File: src/rtl/q_row_fetch.sv
// Reads one board state's nine per-cell Q-values from a 1-cycle RAM and presents them, registered, to the max-Q comparator.
// Optional ILLEGAL_MASK_EN: occupied cells (latched board bits != 00) are captured as 0.
module q_row_fetch #(
    parameter int unsigned Q_W     = 16,
    parameter int unsigned STATE_W = 15,
    localparam int unsigned ADDR_W = STATE_W + 4
) (
    input  logic               clk,
    input  logic               rst,
    input  logic               start,
    input  logic [STATE_W-1:0] state_idx,
    input  logic [17:0]        board,
    output logic               busy,
    output logic               ram_rd_en,
    output logic [ADDR_W-1:0]  ram_addr,
    input  logic [Q_W-1:0]     ram_rdata,
    output logic [Q_W-1:0]     q_1,
    output logic [Q_W-1:0]     q_2,
    output logic [Q_W-1:0]     q_3,
    output logic [Q_W-1:0]     q_4,
    output logic [Q_W-1:0]     q_5,
    output logic [Q_W-1:0]     q_6,
    output logic [Q_W-1:0]     q_7,
    output logic [Q_W-1:0]     q_8,
    output logic [Q_W-1:0]     q_9,
    output logic               valid
);

    localparam int unsigned N_CELL    = 9;
    localparam int unsigned CELL_W    = 4;
    localparam logic [CELL_W-1:0] LAST_CELL = CELL_W'(N_CELL - 1);

    typedef enum logic [1:0] {
        S_IDLE,
        S_READ,
        S_DRAIN,
        S_DONE
    } state_t;

    state_t               state, state_d;
    logic [CELL_W-1:0]    cnt, cnt_d, cnt_nx;
    logic [STATE_W-1:0]   state_l, state_l_d;
    logic [17:0]          board_l, board_l_d;
    logic                 busy_d;
    logic                 rd_en_d;
    logic [ADDR_W-1:0]    addr_d;
    logic                 valid_d;

    // Control registers, all outputs registered
    always_ff @(posedge clk) begin
        if (rst) begin
            state     <= S_IDLE;
            cnt       <= '0;
            state_l   <= '0;
            board_l   <= '0;
            busy      <= 1'b0;
            ram_rd_en <= 1'b0;
            ram_addr  <= '0;
            valid     <= 1'b0;
        end else begin
            state     <= state_d;
            cnt       <= cnt_d;
            state_l   <= state_l_d;
            board_l   <= board_l_d;
            busy      <= busy_d;
            ram_rd_en <= rd_en_d;
            ram_addr  <= addr_d;
            valid     <= valid_d;
        end
    end

    // Next-state and next-output logic; cnt tracks the cell currently on ram_addr
    always_comb begin
        state_d   = state;
        cnt_d     = cnt;
        state_l_d = state_l;
        board_l_d = board_l;
        busy_d    = busy;
        rd_en_d   = 1'b0;
        addr_d    = ram_addr;
        valid_d   = 1'b0;
        cnt_nx    = cnt + CELL_W'(1);

        case (state)
            S_IDLE: begin
                if (start) begin
                    state_d   = S_READ;
                    cnt_d     = '0;
                    state_l_d = state_idx;
                    board_l_d = board;
                    busy_d    = 1'b1;
                    rd_en_d   = 1'b1;
                    addr_d    = {state_idx, CELL_W'(0)};
                end
            end
            S_READ: begin
                if (cnt == LAST_CELL) begin
                    state_d = S_DRAIN;
                end else begin
                    cnt_d   = cnt_nx;
                    rd_en_d = 1'b1;
                    addr_d  = {state_l, cnt_nx};
                end
            end
            S_DRAIN: begin
                state_d = S_DONE;
                valid_d = 1'b1;
            end
            S_DONE: begin
                state_d = S_IDLE;
                busy_d  = 1'b0;
            end
            default: begin
                state_d = S_IDLE;
                busy_d  = 1'b0;
            end
        endcase
    end

    logic              cap_vld;
    logic [CELL_W-1:0] cap_cell;
    logic [Q_W-1:0]    cap_q;
    logic [Q_W-1:0]    q_r [N_CELL];

`ifdef ILLEGAL_MASK_EN
    logic occupied;

    // Occupied cells are forced to the minimum Q so the max never picks them
    always_comb begin
        occupied = 1'b0;
        for (int i = 0; i < int'(N_CELL); i++) begin
            if (cap_cell == CELL_W'(i)) begin
                occupied = |board_l[2*i +: 2];
            end
        end
        cap_q = occupied ? '0 : ram_rdata;
    end
`else
    logic unused_board;

    assign unused_board = ^board_l;
    assign cap_q        = ram_rdata;
`endif

    // Read-data pipeline: flag and cell tag follow the address by one cycle
    always_ff @(posedge clk) begin
        if (rst) begin
            cap_vld  <= 1'b0;
            cap_cell <= '0;
            for (int i = 0; i < int'(N_CELL); i++) begin
                q_r[i] <= '0;
            end
        end else begin
            cap_vld  <= ram_rd_en;
            cap_cell <= ram_addr[CELL_W-1:0];
            for (int i = 0; i < int'(N_CELL); i++) begin
                if (cap_vld && (cap_cell == CELL_W'(i))) begin
                    q_r[i] <= cap_q;
                end
            end
        end
    end

    assign q_1 = q_r[0];
    assign q_2 = q_r[1];
    assign q_3 = q_r[2];
    assign q_4 = q_r[3];
    assign q_5 = q_r[4];
    assign q_6 = q_r[5];
    assign q_7 = q_r[6];
    assign q_8 = q_r[7];
    assign q_9 = q_r[8];

endmodule

File: config.mk
export PLATFORM = sky130hd
export DESIGN_NAME = q_row_fetch
export DESIGN_NICKNAME = d
export VERILOG_FILES = /design/src/rtl/q_row_fetch.sv
export SDC_FILE = /design/constraint.sdc
export NUM_CORES = 1
export LEC_CHECK = 0
export CAP_MARGIN = 30
export CORE_ASPECT_RATIO = 2
export CORE_UTILIZATION = 41
export CTS_CLUSTER_SIZE = 14
export DETAILED_ROUTE_END_ITERATION = 10
export PLACE_DENSITY = 0.76
export SLEW_MARGIN = 10
export SYNTH_ARGS = -nofsm -noshare
export SYNTH_HDL_FRONTEND = slang
export SYNTH_SLANG_ARGS = --single-unit
File: constraint.sdc
create_clock -name clk -period 2.3 [get_ports clk]
set_input_delay 0.69 -clock clk [delete_from_list [all_inputs] [get_ports clk]]
set_output_delay 0.69 -clock clk [all_outputs]
set_load 0.05 [all_outputs]
# Word-level counts from Yosys, hierarchy flattened
# Memory sizes are Yosys's and may differ from the RTL's.
# Cells that the tools add are included.
[classes]
muxes = 53
bitwise_logic = 9
n_eq_ne = 15
reduce_logical = 17
addsub = 1
[ops]
columns = ["cell", "count"]
rows = [
  ["$mux 16", 9],
  ["$mux 19", 2],
  ["$pmux 19 s2", 1],
  ["$mux 1", 33],
  ["$eq 4x3->1 const B", 4],
  ["$logic_and 1x1->1", 9],
  ["$or 1x1->1", 9],
  ["$eq 4x2->1 const B", 2],
  ["$eq 4x4->1 const B", 2],
  ["$mux 4", 2],
  ["$pmux 2 s4", 1],
  ["$pmux 4 s2", 1],
  ["$ne 2x2->1 const B", 3],
  ["$reduce_and 2->1", 3],
  ["$add 4x1->4 const B", 1],
  ["$eq 2x2->1 const B", 2],
  ["$eq 4x1->1 const B", 1],
  ["$logic_not 4->1", 1],
  ["$mux 2", 2],
  ["$pmux 1 s2", 2],
  ["$reduce_bool 2->1", 2],
  ["$reduce_and 3->1", 1],
  ["$eq 2x1->1 const B", 1],
  ["$logic_not 2->1", 1],
]
[word_totals]
ram_bits = 144
n_memories = 1
ff_bits = 48
output_inout_bits = 166
inputBits = 52
[memory_table]
columns = ["name", "depth", "word_bits", "rd", "rd_ports_with_merged_regs", "write_ports", "line_no", "text"]
rows = [
  ["q_r", 9, 16, 9, 0, 9, "123", "logic [Q_W-1:0] q_r [N_CELL];"],
]

# Longest topological paths before layout
[depth]
depth_word = 6
mapped_depth = 8

# Worst setup path before layout
# OpenSTA, ideal clock, no wires.
[synth_timing]
path_type = "flip-flop to flip-flop"
startpoint = "register cap_vld"
endpoint = "memory q_r[2][0] (netlist: q_r[0][32]) (enable)"
path_slack_ns = 0.046
arrival_time_ns = 1.843
synth_period_minus_slack_ns = 2.254
stages_incl_launch_ff = 4
path_buffers = 0
path_cell_list = "dfxtp_1 -> nor2b_1 -> nand2_1 -> o21ai_0"
[synth_rtl]
columns = ["element", "line_no", "text"]
rows = [
  ["start: declaration", "120", "logic cap_vld;"],
  ["start signal: assignment", "154", "cap_vld <= ram_rd_en;"],
  ["end: declaration", "123", ""],
]

==> summary.md <==
| Metric | Value |
|---|---|
| Fin cells | just over 800 |
| Max-slew violations | 0 |
| Vias in the first global route | 4273 |
| Maximum clock frequency | 441 MHz |
| Critical Setup Path Class | reg -> out |
| Antenna-violating nets left | 0 |
| Mapped Area | roughly 0.0064 mm^2 |
| Initial DRC count | 113 |
| Worst setup SP type | flop |
| Share of layout cells above drive strength 1 | 0.102 |
| Post-CTS setup buffers | 0 |
| DRC viols | 0 |
| Horiz. Die Dim | 90.3 um |
| Top-area cell type share of the netlist area | 0.676 |
| Worst path required time | roughly 1.6 ns |
| Fin crit period | 2.27 ns |
| Input/output buffers | 199 |
| Syn. warnings | 0 |
| Reg area | 0.00520 mm^2 |
| Dpl cells | 796 |
| First-pass GRT wire length | 22.9 mm |
| Cell count of the worst hold path | 2 |
| Critical path's largest stage delay | 0.81 ns |
| Synth area leader | edfxtp_1 |
| Full die area | 0.0161 mm^2 |
| Synth Area in Adders | 0.0117 |
| Critical path depth in cells | 1 |
| Worst VDD drop | 0.804 mV |
| Seq/Total Area, Yosys | 0.814 |
| Clk_lat worst skew | a little over 0.4 ns |
| XOR/XNOR share of the synthesized area | 0 |
| Syn-to-layout area delta | 48.9% |
| Clock transition at path regs | 0.07 ns |
| Clk root buf | clkbuf_16 |
| Via count | 4088 |
| I/O pin cnt | roughly 220 |
| Fin Setup TNS | 0 ns |
| Synth Area in Compound Gates | 0.0561 |
| Critical Path End Type | output port |
| H-tree depth | 4 |
| Final hold violation count | 0 |
| RSZ-0062 raised after global routing | no |
| Largest family of logic cells by synthesized area | simple AND/OR/NAND/NOR gates |
| CTS tree | built |
| Placeable Area | 0.0153 mm^2 |
| Diodes inserted | 0 |
| Final worst slack | 0.0315 ns |
| Die Ht | roughly 180 um |
| Endpoints failing setup | 0 |
| Most common cell in the netlist | edfxtp_1 |
| Global Route Usage Sum | 0.192 |
| Flop and latch count out of synthesis | around 190 |
| Crit path max-delay family | buffers and inverters |
| Placement Rows | 64 |
| Cell Chain, Critical Path | clkdlybuf4s50_1 |
| Area occupied by multi-input gates | ~0.0011 mm^2 |
| Post-synthesis mux area share | 0.0305 |
| Syn_nets | between 400 and 500 |
| Avg Vias per Cell | between 4 and 5 |
| Yosys cell types | 31 |
| Syn Inst Count | 390 |
| CP max stage cell | clkdlybuf4s50_1 |
| Status | completed |
| Lkg Pwr | approximately 3.6 nW |
| CTS Sinks | about 190 |
| Worst hold path type | reg -> reg |
| Reg2reg path depth | 7 |
| WL per Instance | roughly 18 um |
| Grt total ovfl | 0 |
| Placed wire-length estimate | 10.8 mm |
| Tot Pwr | roughly 10 mW |
| PwrDens | 1100 mW/mm^2 |
| Total Routed Length | 15.0 mm |
| Most instantiated cells after synthesis | edfxtp_1, dfxtp_1, nand2_1 |
| Worst slew pin tran | 0.576 ns |
| Top_reg_cell synth | edfxtp_1 |
| Worst-path fanout max | 1 |
| Core Util, Final | 0.623 |
| Synthesized area per cell | 16.4 um^2 |
| # nets final | 675 |
| Clk_skew | 0.0103 ns |
| Initial core utilization | 0.418 |
| Worst Path Buf+Inv | 1 |
| Layout fillers | 1125 |
| Initial antenna violation count | 0 |
| CTS Buf Count | 17 |
| Pre-CTS setup slack | 0.112 ns |
| Max Root-Sink Buffers | 2 |
| EDFF count, synth | 144 |
| Critical Path AT | 1.58 ns |
| Largest net degree at the start of global routing | 41 |
| Rel. slew slack | 0.615 |
| Async SR Flop Fraction | 0 |
| Post-synthesis simple-gate area fraction | 0.0704 |
| Max Cap Viol | 0 |
| Drt pass-1 iters | 4 |
| GP Congestion | 0.812 |
| Synth top area cells | edfxtp_1, dfxtp_1, a21oi_1 |
| Crit share post-route | 0.986 |
-- placed cells by master (no fill, tap or decap), types with 11 or more instances in the layout --
cell | Yosys | final
edfxtp_1 | 144 | 144
mux2i_1 | 17 | 17
a21oi_1 | 36 | 36
dlymetal6s2s_1 | 0 | 11
dfxtp_1 | 44 | 44
buf_4 | 0 | 19
clkbuf_16 | 0 | 17
nand2_1 | 43 | 43
a211oi_1 | 15 | 15
clkdlybuf4s50_1 | 0 | 180
and2_1 | 17 | 17
-- report_power, final --
| part | leakage, nW | total (mW) | internal, mW | switching [mW] |
|---|---|---|---|---|
| Combinational | 1.49 | 3.14 | 1.10 | 2.04 |
| Sequential | 1.85 | 4.27 | 4.08 | 0.187 |
| Clock | 0.303 | 3.03 | 1.83 | 1.20 |
| Total | 3.64 | 10.4 | 7.01 | 3.42 |
-- metrics by stage --
stage / cell area, um^2 / hold WS [ns]
3_5_place_dp: 8880 / 0.450
2_1_floorplan: 6400 / 0.436
4_1_cts: 9500 / 0.460
3_3_place_gp: 8870 / 0.441
6_report: 9530 / 0.458
5_1_grt: 9530 / 0.477
-- registers in the layout, summed over array words and instances (netlist names) --
signal	count
state	2
cap_cell	4
busy	1
cap_vld	1
ram_rd_en	1
ram_addr	19
state_l	15
q_r	144
valid	1
-- cell families after synthesis --
family | Yosys count
flip-flops | 188
multiplexers | 19
AO/OA/AOI/OAI | 62
buffers and inverters | 25
AND/OR/NAND/NOR | 90
adder cells (fa/ha/maj) | 6
-- metal layers --
metal,up-vias,global-route usage,wire length (um)
met5,-,0,0
met4,0,0.0948,402
met2,211,0.369,8450
met3,32,0.0490,949
li1,1893,-,-
met1,1952,0.187,5180
-- worst paths after layout --
check | startpoint | endpoint | slack [ns]
worst min register to register | state_l[4] | state_l[4] | 0.46
worst min-delay path | state_l[4] | state_l[4] | 0.46
worst max-delay path | q_r[0][44] | q_3[12] | 0.03
worst max register to register | state[1] | ram_addr[14] | 0.27
-- cell type report --
cell class / instances / share of cell area
Inverter: 8 / 0.00315
Sequential cell: 188 / 0.546
Clock buffer: 18 / 0.0450
Tap cell: 198 / 0.0260
Clock inverter: 14 / 0.0204
Timing Repair Buffer: 225 / 0.244
Multi-Input combinational cell: 177 / 0.115
-- timing repair --
action,4_1_cts,5_1_grt
gates cloned,0,0
endpoints found under the setup margin,5,11
gates resized for setup,5,11
hold buffers,0,0
(Power assumes the default switching activity.)
